--- src/rtl/cascade_pkg.sv ---
// Shared types and helpers for the sliding-window cascade front end.
// Latency: n/a (declarations only).
// Backpressure: n/a.
//
// Contents:
//   sched_state_e - window scheduler FSM encoding (IDLE, SCAN, DRAIN)
//   window_count  - number of window positions a frame scan produces
package cascade_pkg;

  typedef enum logic [1:0] {
    ST_IDLE  = 2'd0,
    ST_SCAN  = 2'd1,
    ST_DRAIN = 2'd2
  } sched_state_e;

  // Windows per frame for a raster scan with the given stride.
  function automatic int unsigned window_count(
    input int unsigned img_w,
    input int unsigned img_h,
    input int unsigned win,
    input int unsigned step
  );
    return ((img_w - win) / step + 1) * ((img_h - win) / step + 1);
  endfunction

endpackage

--- src/rtl/window_raster_cnt.sv ---
// Raster x/y position counter for the window scheduler.
// Latency: new position registered one cycle after step_en/clear.
// Backpressure: none; advances only when the parent pulses step_en.
//
// Ports:
//   clk, rst  - clock, synchronous active-high reset (x=y=0, last=0)
//   clear     - load position (0,0) and its last flag
//   step_en   - advance one position in raster order
//   x, y      - current top-left window position
//   last      - current position is the final one of the frame
module window_raster_cnt
  import cascade_pkg::*;
#(
  parameter int IMG_WIDTH  = 45,
  parameter int IMG_HEIGHT = 45,
  parameter int WIN_SIZE   = 24,
  parameter int STEP       = 1,
  parameter int W_X        = $clog2(IMG_WIDTH),
  parameter int W_Y        = $clog2(IMG_HEIGHT)
) (
  input  logic           clk,
  input  logic           rst,
  input  logic           clear,
  input  logic           step_en,
  output logic [W_X-1:0] x,
  output logic [W_Y-1:0] y,
  output logic           last
);

  localparam int X_MAX = IMG_WIDTH - WIN_SIZE;
  localparam int Y_MAX = IMG_HEIGHT - WIN_SIZE;

  // A stride larger than the scan range behaves exactly like a stride of
  // range+1 (the position never advances along that axis). Clamping it keeps
  // x+inc below 2*max+2, so one extra bit is always enough and sums never wrap.
  localparam int X_INC = (STEP > X_MAX) ? X_MAX + 1 : STEP;
  localparam int Y_INC = (STEP > Y_MAX) ? Y_MAX + 1 : STEP;

  localparam logic [W_X:0] X_MAX_E = (W_X+1)'(X_MAX);
  localparam logic [W_Y:0] Y_MAX_E = (W_Y+1)'(Y_MAX);
  localparam logic [W_X:0] X_INC_E = (W_X+1)'(X_INC);
  localparam logic [W_Y:0] Y_INC_E = (W_Y+1)'(Y_INC);

  logic [W_X:0]   x_sum;
  logic [W_Y:0]   y_sum;
  logic [W_X-1:0] x_d;
  logic [W_Y-1:0] y_d;
  logic [W_X:0]   xd_sum;
  logic [W_Y:0]   yd_sum;
  logic           last_d;

  assign x_sum = {1'b0, x} + X_INC_E;
  assign y_sum = {1'b0, y} + Y_INC_E;

  always_comb begin
    x_d = x;
    y_d = y;
    if (clear) begin
      x_d = '0;
      y_d = '0;
    end else if (step_en) begin
      if (last) begin
        // Past the final window: park at the origin instead of letting y run off.
        x_d = '0;
        y_d = '0;
      end else if (x_sum <= X_MAX_E) begin
        x_d = x_sum[W_X-1:0];
      end else begin
        // Not last and x exhausted, so y_sum is still within range here.
        x_d = '0;
        y_d = y_sum[W_Y-1:0];
      end
    end
  end

  // The last flag is computed for the position being loaded so it is a
  // plain register on the output side, aligned with x and y.
  assign xd_sum = {1'b0, x_d} + X_INC_E;
  assign yd_sum = {1'b0, y_d} + Y_INC_E;
  assign last_d = (xd_sum > X_MAX_E) && (yd_sum > Y_MAX_E);

  always_ff @(posedge clk) begin
    if (rst) begin
      x    <= '0;
      y    <= '0;
      last <= 1'b0;
    end else begin
      x <= x_d;
      y <= y_d;
      if (clear || step_en) begin
        last <= last_d;
      end
    end
  end

endmodule

--- src/rtl/window_scheduler.sv ---
// Issues sliding-window positions for one frame in raster order with a cap on in-flight windows.
// Latency: first position offered 1 cycle after start; one position per cycle when unthrottled.
// Backpressure: valid/ready on positions; issue pauses at MAX_OUTSTANDING until result_ack returns credit.
//
// Ports:
//   clk, rst            - clock, synchronous active-high reset
//   start               - one-cycle request to scan a frame (honoured in IDLE only)
//   busy                - high whenever not IDLE
//   done                - one-cycle pulse when the frame has fully drained
//   window_pos_valid    - position offered; held with x/y/eot stable until accepted
//   window_pos_ready    - downstream accepts the offered position
//   window_pos_eot      - offered position is the last of the frame
//   window_pos_x/_y     - top-left corner of the window
//   result_ack          - one pulse per classifier result retired
module window_scheduler
  import cascade_pkg::*;
#(
  parameter int IMG_WIDTH       = 45,
  parameter int IMG_HEIGHT      = 45,
  parameter int WIN_SIZE        = 24,
  parameter int STEP            = 1,
  parameter int MAX_OUTSTANDING = 4
) (
  input  logic                         clk,
  input  logic                         rst,
  input  logic                         start,
  output logic                         busy,
  output logic                         done,
  output logic                         window_pos_valid,
  input  logic                         window_pos_ready,
  output logic                         window_pos_eot,
  output logic [$clog2(IMG_WIDTH)-1:0]  window_pos_x,
  output logic [$clog2(IMG_HEIGHT)-1:0] window_pos_y,
  input  logic                         result_ack
);

  localparam int W_X = $clog2(IMG_WIDTH);
  localparam int W_Y = $clog2(IMG_HEIGHT);
  localparam int W_O = $clog2(MAX_OUTSTANDING + 1);

  localparam logic [1:0] IDLE  = ST_IDLE;
  localparam logic [1:0] SCAN  = ST_SCAN;
  localparam logic [1:0] DRAIN = ST_DRAIN;

  localparam logic [W_O-1:0] MAX_O = W_O'(MAX_OUTSTANDING);

  logic [1:0]     state;
  logic [1:0]     state_d;
  logic [W_O-1:0] outstanding;
  logic [W_O-1:0] outstanding_d;
  logic           hs;
  logic           ack_take;
  logic           clear;
  logic           valid_d;

  assign hs = window_pos_valid && window_pos_ready;

  // An ack with nothing in flight is a stray pulse; dropping it here keeps
  // the counter from wrapping to its maximum.
  assign ack_take = result_ack && (outstanding != '0);

  assign outstanding_d = outstanding + W_O'(hs) - W_O'(ack_take);

  always_comb begin
    state_d = state;
    clear   = 1'b0;
    case (state)
      IDLE: begin
        if (start) begin
          state_d = SCAN;
          clear   = 1'b1;
        end
      end
      SCAN: begin
        if (hs && window_pos_eot) begin
          state_d = DRAIN;
        end
      end
      DRAIN: begin
        // No handshakes happen in DRAIN, so outstanding_d only ever falls here.
        if (outstanding_d == '0) begin
          state_d = IDLE;
        end
      end
      default: state_d = IDLE;
    endcase
  end

  // Hold an unaccepted offer regardless of credit; otherwise only offer when
  // the in-flight count after this cycle leaves room for one more window.
  assign valid_d = (state_d == SCAN) &&
                   ((window_pos_valid && !window_pos_ready) || (outstanding_d < MAX_O));

  always_ff @(posedge clk) begin
    if (rst) begin
      state            <= IDLE;
      outstanding      <= '0;
      window_pos_valid <= 1'b0;
      busy             <= 1'b0;
      done             <= 1'b0;
    end else begin
      state            <= state_d;
      outstanding      <= outstanding_d;
      window_pos_valid <= valid_d;
      busy             <= (state_d != IDLE);
      done             <= (state == DRAIN) && (state_d == IDLE);
    end
  end

  window_raster_cnt #(
    .IMG_WIDTH  (IMG_WIDTH),
    .IMG_HEIGHT (IMG_HEIGHT),
    .WIN_SIZE   (WIN_SIZE),
    .STEP       (STEP),
    .W_X        (W_X),
    .W_Y        (W_Y)
  ) u_raster (
    .clk     (clk),
    .rst     (rst),
    .clear   (clear),
    .step_en (hs),
    .x       (window_pos_x),
    .y       (window_pos_y),
    .last    (window_pos_eot)
  );

endmodule

--- config.mk ---
export PLATFORM = sky130hd
export DESIGN_NAME = window_scheduler
export DESIGN_NICKNAME = d
export VERILOG_FILES = /design/src/rtl/cascade_pkg.sv /design/src/rtl/window_raster_cnt.sv /design/src/rtl/window_scheduler.sv
export SDC_FILE = /design/constraint.sdc
export NUM_CORES = 1
export LEC_CHECK = 0
export ABC_AREA = 1
export CELL_PAD_IN_SITES_DETAIL_PLACEMENT = 0
export CELL_PAD_IN_SITES_GLOBAL_PLACEMENT = 1
export CORE_MARGIN = 2
export CORE_UTILIZATION = 38
export DETAILED_ROUTE_END_ITERATION = 16
export GPL_TIMING_DRIVEN = 0
export PLACE_DENSITY = 0.85
export RECOVER_POWER = 50
export SLEW_MARGIN = 20
export SYNTH_ARGS = -nofsm -noshare
export SYNTH_HDL_FRONTEND = slang
export SYNTH_SLANG_ARGS = --single-unit
--- constraint.sdc ---
create_clock -name clk -period 3.55 [get_ports clk]
set_clock_uncertainty 0.1 [all_clocks]
set_input_delay 0.71 -clock clk [delete_from_list [all_inputs] [get_ports clk]]
set_output_delay 0.71 -clock clk [all_outputs]
set_load 0.1 [all_outputs]
======== Yosys cells after proc, flatten, opt, wreduce, memory -nomap -nowiden ========
Index checks and enable logic that the tools add are counted.
word-level totals
  bits in registers ....................... 21
  output and inout port bits .............. 16
cells by class
  add/sub/neg operators ................... 6
  $lt $le $gt $ge ......................... 4
  eq/ne operators ......................... 3
  muxes and demuxes ....................... 14
  reduce and logical (&&, ||, !) cells .... 15
operator list
  kind                   number
  $mux W6                8
  $add A6 B1 Y7 const B  3
  $gt A7 B5 Y1 const B   2
  $le A7 B5 Y1 const B   1
  $logic_and A1 B1 Y1    7
  $add A6 B1 Y6 const B  1
  $mux W2                3
  $pmux W2 S3            1
  $eq A2 B1 Y1 const B   2
  $logic_not A2 Y1       2
  $add A3 B1 Y3          1
  $logic_not A3 Y1       1
  $lt A3 B3 Y1 const B   1
  $reduce_bool A3 Y1     1
  $sub A3 B1 Y3          1
  $eq A2 B2 Y1 const B   1
  $logic_or A1 B1 Y1     2
  $mux W1                2
  $reduce_bool A2 Y1     1
  $logic_not A1 Y1       1

======== Longest topological paths before layout ========
Gate-level depths: netlist (run 1).
  depth in word-level cells ............... 9
  mapped depth ............................ 24
  depth with buffers taken out ............ 24

======== Hierarchy ========
From an unflattened synthesis (run 1), not the netlist that was laid out.
second synthesis, totals
  cell total of the unflattened synthesis .. 236
  area total of the unflattened synthesis .. 1,550.2 µm²
modules (own cells, without submodules)
  module             times used  cells an instance  area each (µm²)  seq. area each (µm²)
  window_raster_cnt  1           180                1,142.3          260.2
  window_scheduler   1           56                 407.9            160.2

======== Worst setup path after synthesis (run 1) ========
OpenSTA, ideal clock, no wires.
  kind .................................... reg2reg
  start ................................... register u_raster.x[0]
  end ..................................... register u_raster.last
  library setup time ...................... 0.130 ns
  data arrival time ....................... 3.091 ns
  required time ........................... 3.320 ns
  setup slack ............................. 0.229 ns
  stages on the path, launching flop included .. 24
  path buffers ............................ 0
  clock period less this slack ............ 3.321 ns
  path through ............................ dfxtp_1 inv_1 ha_1 inv_1 nand2_1 nand3_1 nand2_2 nand2_2 nand2_4 nand2_2 nand2_1 nand3_1 nand2_2 inv_1 ha_1 nand4_1 nor2_1 nand2_1 nand2_1 inv_1 nand2_1 nand2_1 nand2_1 a21oi_2
on the way
  cells in the longest elaborated chain, start to end .. 9
  elaborated cells on any way between the ends .. 15
ends and longest elaborated chain
  element                    line                     source
  start, declared            window_raster_cnt.sv:25  output logic [W_X-1:0] x,
  start signal, assigned     window_raster_cnt.sv:84  x <= '0;
  start signal, assigned     window_raster_cnt.sv:88  x <= x_d;
  $add A6 B1 Y7              window_raster_cnt.sv:52  assign x_sum = {1'b0, x} + X_INC_E;
  $le A7 B5 Y1               window_raster_cnt.sv:66  end else if (x_sum <= X_MAX_E) begin
  $mux W6                    window_raster_cnt.sv:66
  $mux W6                    window_raster_cnt.sv:62  if (last) begin
  $mux W6                    window_raster_cnt.sv:61  end else if (step_en) begin
  $mux W6                    window_raster_cnt.sv:58  if (clear) begin
  named net u_raster.y_d[1]  window_raster_cnt.sv:47  logic [W_Y-1:0] y_d;
  $add A6 B1 Y7              window_raster_cnt.sv:79  assign yd_sum = {1'b0, y_d} + Y_INC_E;
  $gt A7 B5 Y1               window_raster_cnt.sv:80  assign last_d = (xd_sum > X_MAX_E) && (yd_sum > Y_MAX_E);
  $logic_and A1 B1 Y1        window_raster_cnt.sv:80
  end signal, assigned       window_raster_cnt.sv:91  last <= last_d;
  end, declared              window_raster_cnt.sv:27  output logic last
The timed path passes the listed nets, and every way through them passes these cells.
A chain may end at the register's enable or synchronous reset.

======== Final worst setup path (run 1) ========
  start ................................... input port window_pos_ready
  end ..................................... register u_raster.last
on the way
  cells in the longest elaborated chain, start to end .. 6
  elaborated cells on any way between the ends .. 11
ends and longest elaborated chain
  element                    line                     source
  start, declared            window_scheduler.sv:30   input logic window_pos_ready,
  $logic_and A1 B1 Y1        window_scheduler.sv:56   assign hs = window_pos_valid && window_pos_ready;
  $mux W6                    window_raster_cnt.sv:61
  $mux W6                    window_raster_cnt.sv:58
  named net u_raster.y_d[0]  window_raster_cnt.sv:47
  $add A6 B1 Y7              window_raster_cnt.sv:79
  $gt A7 B5 Y1               window_raster_cnt.sv:80
  $logic_and A1 B1 Y1        window_raster_cnt.sv:80
The timed path passes the listed nets, and every way through them passes these cells.

==> impl_metrics.ini, run 1 <==
[floorplan]
core.rowCount = 23
fp.dieW_microns = 68.7
io_pins = 21
chipHeight_microns = 68.7
core-area_sq_um = 4030
dieArea_sq_um = 4730
start_util_pct = 39.5

[global_route]
grt_pass1_wl_microns = 5980
grt_max_degree = 13
antenna_found_initial = 0
track_usage_pct = 16.7
overflow = 0
grt_pass1_vias = 1388

[setup_path]
arrival_ps = 3250
worst_setup_path_start_kind = input pin
path_max_fanout = 8
critPathKind = in2reg
end_kind = flip-flop
required_ps = 3590

[synthesis]
synth_ff_type = dfxtp_1
yosys.area_share.xor_xnor_pct = 1.65
netlist.area_leader.share_pct = 26.4
synth_cells = 251
synth_most_common_cell = nand2_1
synth_edf_count = 0
synthesis.nets = 266
ys_ff_latch = 21
netlist_top_cells_count = nand2_1, inv_1, nor2_1
ys_seq_area_share_pct = 26.4
netlist_area_sq_um = 1590
synth_top_area_cell = dfxtp_1
synthArstFlopShare_pct = 0
synth_compound_area_share_pct = 6.60
synth_top_family_by_area = simple AND/OR/NAND/NOR gates
yosys_warnings = 0
syn_area_per_cell_sq_um = 6.35
ys_types = 30
yosys.area_share.adder_pct = 8.33
synth.area.top_cells = dfxtp_1, nand2_1, inv_1, nand3_1, nor2_1
synthMuxAreaShare_pct = 0
yosys.area_share.simple_pct = 44.5

[sta]
setup_tns_ps = 0
slew_headroom_pct = 34.6
rsz0062_at_grt = no
tightest_slew_ps = 978
max_freq_mhz = 311
hold_viol = 0
post-route-min-period_ps = 3210
post-route-period-util_pct = 90.5
drv_slew = 0
setup_ws_ps = 338
finalSetupViolCount = 0

[power]
netSwitchingFraction_pct = 43.4
ir_worst_vdd_mv = 0.449
power_frac_seq_pct = 36.5
power.density_nw_per_um2 = 412
power_frac_clock_pct = 20.6
p_sw_mw = 0.338
p_leak_nw = 0.871
internal_power_mw = 0.440
comb_power_share_pct = 42.9

[clock_network]
clock_latency_ps = 260
cts_made_buffers = 3
cts_sinks = 21
root_buffer = clkbuf_8
cts_hold_buf = 0
clock_path_buffers = 2
clk_pin_slew_ps = 80
htreeDepth = 1
cts.repair.resized = 0
cts_tree = built
postCtsSetupRepairBufs = 0

[placed_design]
io_buffers = 20
dpl_cell_area_sq_um = 1860
post-place-ws_ps = 13.8
place_congestion = 0.771
dp_hpwl_microns = 2790

[route]
vias = 1545
wirelength_microns = 3490
drcViolationCount = 0
viasPerCell = 4.75
drtIter0Drc = 60
wl_per_cell_microns = 10.7
ant_nets = 0
dr.pass1.iters = 4

[layout]
syn2layout_area_growth_pct = 18.5
drive_above_1_share_pct = 9.82
final_core_utilization_pct = 46.9
nets = 291
fin_area_sq_um = 1890
diodes = 0

[worst_hold_path]
worstHoldPathType = reg2reg

[run_status]
status = finished, final reports clean

[run]
drv_cap = 0
[per-stage QoR]
step                      hold slack [ps]  power, mW  std cells
after floorplan                       299      0.556        251
after global placement                312      0.629        321
after detailed placement              313      0.628        321
after CTS                             325      0.792        325
after global routing                  334      0.836        325
final                                 322      0.777        325
[layout make-up]
| type | instances | area, sq um |
|---|---|---|
| Buffer | 3 | 11.3 |
| Clock buffer | 3 | 41.3 |
| Clock inverter | 1 | 5.00 |
| Fill cell | 433 | 2140 |
| Inverter | 50 | 188 |
| Multi-Input combinational cell | 177 | 960 |
| Sequential cell | 21 | 420 |
| Tap cell | 50 | 62.6 |
| Timing Repair Buffer | 20 | 200 |
[final timing paths]
kind	cells past startpoint	slack, ps	endpoint	startpoint
setup / recovery	18	340	u_raster.last	window_pos_ready
hold / removal	1	320	done	state[0]
setup reg to reg	22	600	u_raster.last	u_raster.x[0]
hold reg to reg	1	320	done	state[0]
[state kept, by name (all words and copies together), names as in the netlist]
| signal | count |
|---|---|
| outstanding | 3 |
| state | 2 |
| busy | 1 |
| u_raster.x | 6 |
| u_raster.y | 6 |
| u_raster.last | 1 |
| done | 1 |
| window_pos_valid | 1 |
[per-layer routing]
metal,track usage (%),vias up,wire (microns)
met5,0,-,0
met4,5.15,0,28
met3,1.79,4,115
met2,27.9,27,1520
met1,22.6,673,1820
li1,-,841,-
[cells in the final DEF, fill, tap and decap left out, types with 5 or more instances in the layout]
cell type	Yosys	final
inv_1	46	47
dfxtp_1	21	21
clkdlybuf4s50_1	0	16
nor3_1	6	6
a21oi_1	5	5
nand3_1	24	25
nand2_2	13	12
nand4_1	8	8
nor2_1	32	32
nand2_1	54	55
ha_1	9	9
[critical path: stages]
cell             delay, ps
clkdlybuf4s50_1        440
nand2_2                190
inv_1                  170
nand2_2                150
nand2_1                180
inv_1                  180
nand3_1                220
inv_1                  110
ha_1                   170
nand4_1                160
nor2_1                 160
nand2_1                 70
nand2_1                 60
inv_1                   30
nand2_1                 60
nand2_1                 60
nand2_1                 70
a21oi_2                 50
[kinds of logic after synthesis]
group	count (synthesis)
flip-flops	21
XOR/XNOR	3
adder cells (fa/ha/maj)	10
buffers and inverters	53
AO/OA/AOI/OAI	17
AND/OR/NAND/NOR	147
[power by group through the flow]
stage          registers, mW  logic [mW]  clock network, mW
2_1_floorplan          0.372       0.183                  0
3_3_place_gp           0.289       0.340                  0
3_5_place_dp           0.289       0.339                  0
4_1_cts                0.284       0.341              0.166
5_1_grt                0.287       0.374              0.175
6_report               0.284       0.333              0.160
Power figures use the tool's default switching activity.
==> inputs of run 2 (changes only) <==
CAP_MARGIN = 20   (was unset)
==> results of run 2 <==
The final DEF is identical to that of run 1; final timing and power are the same.
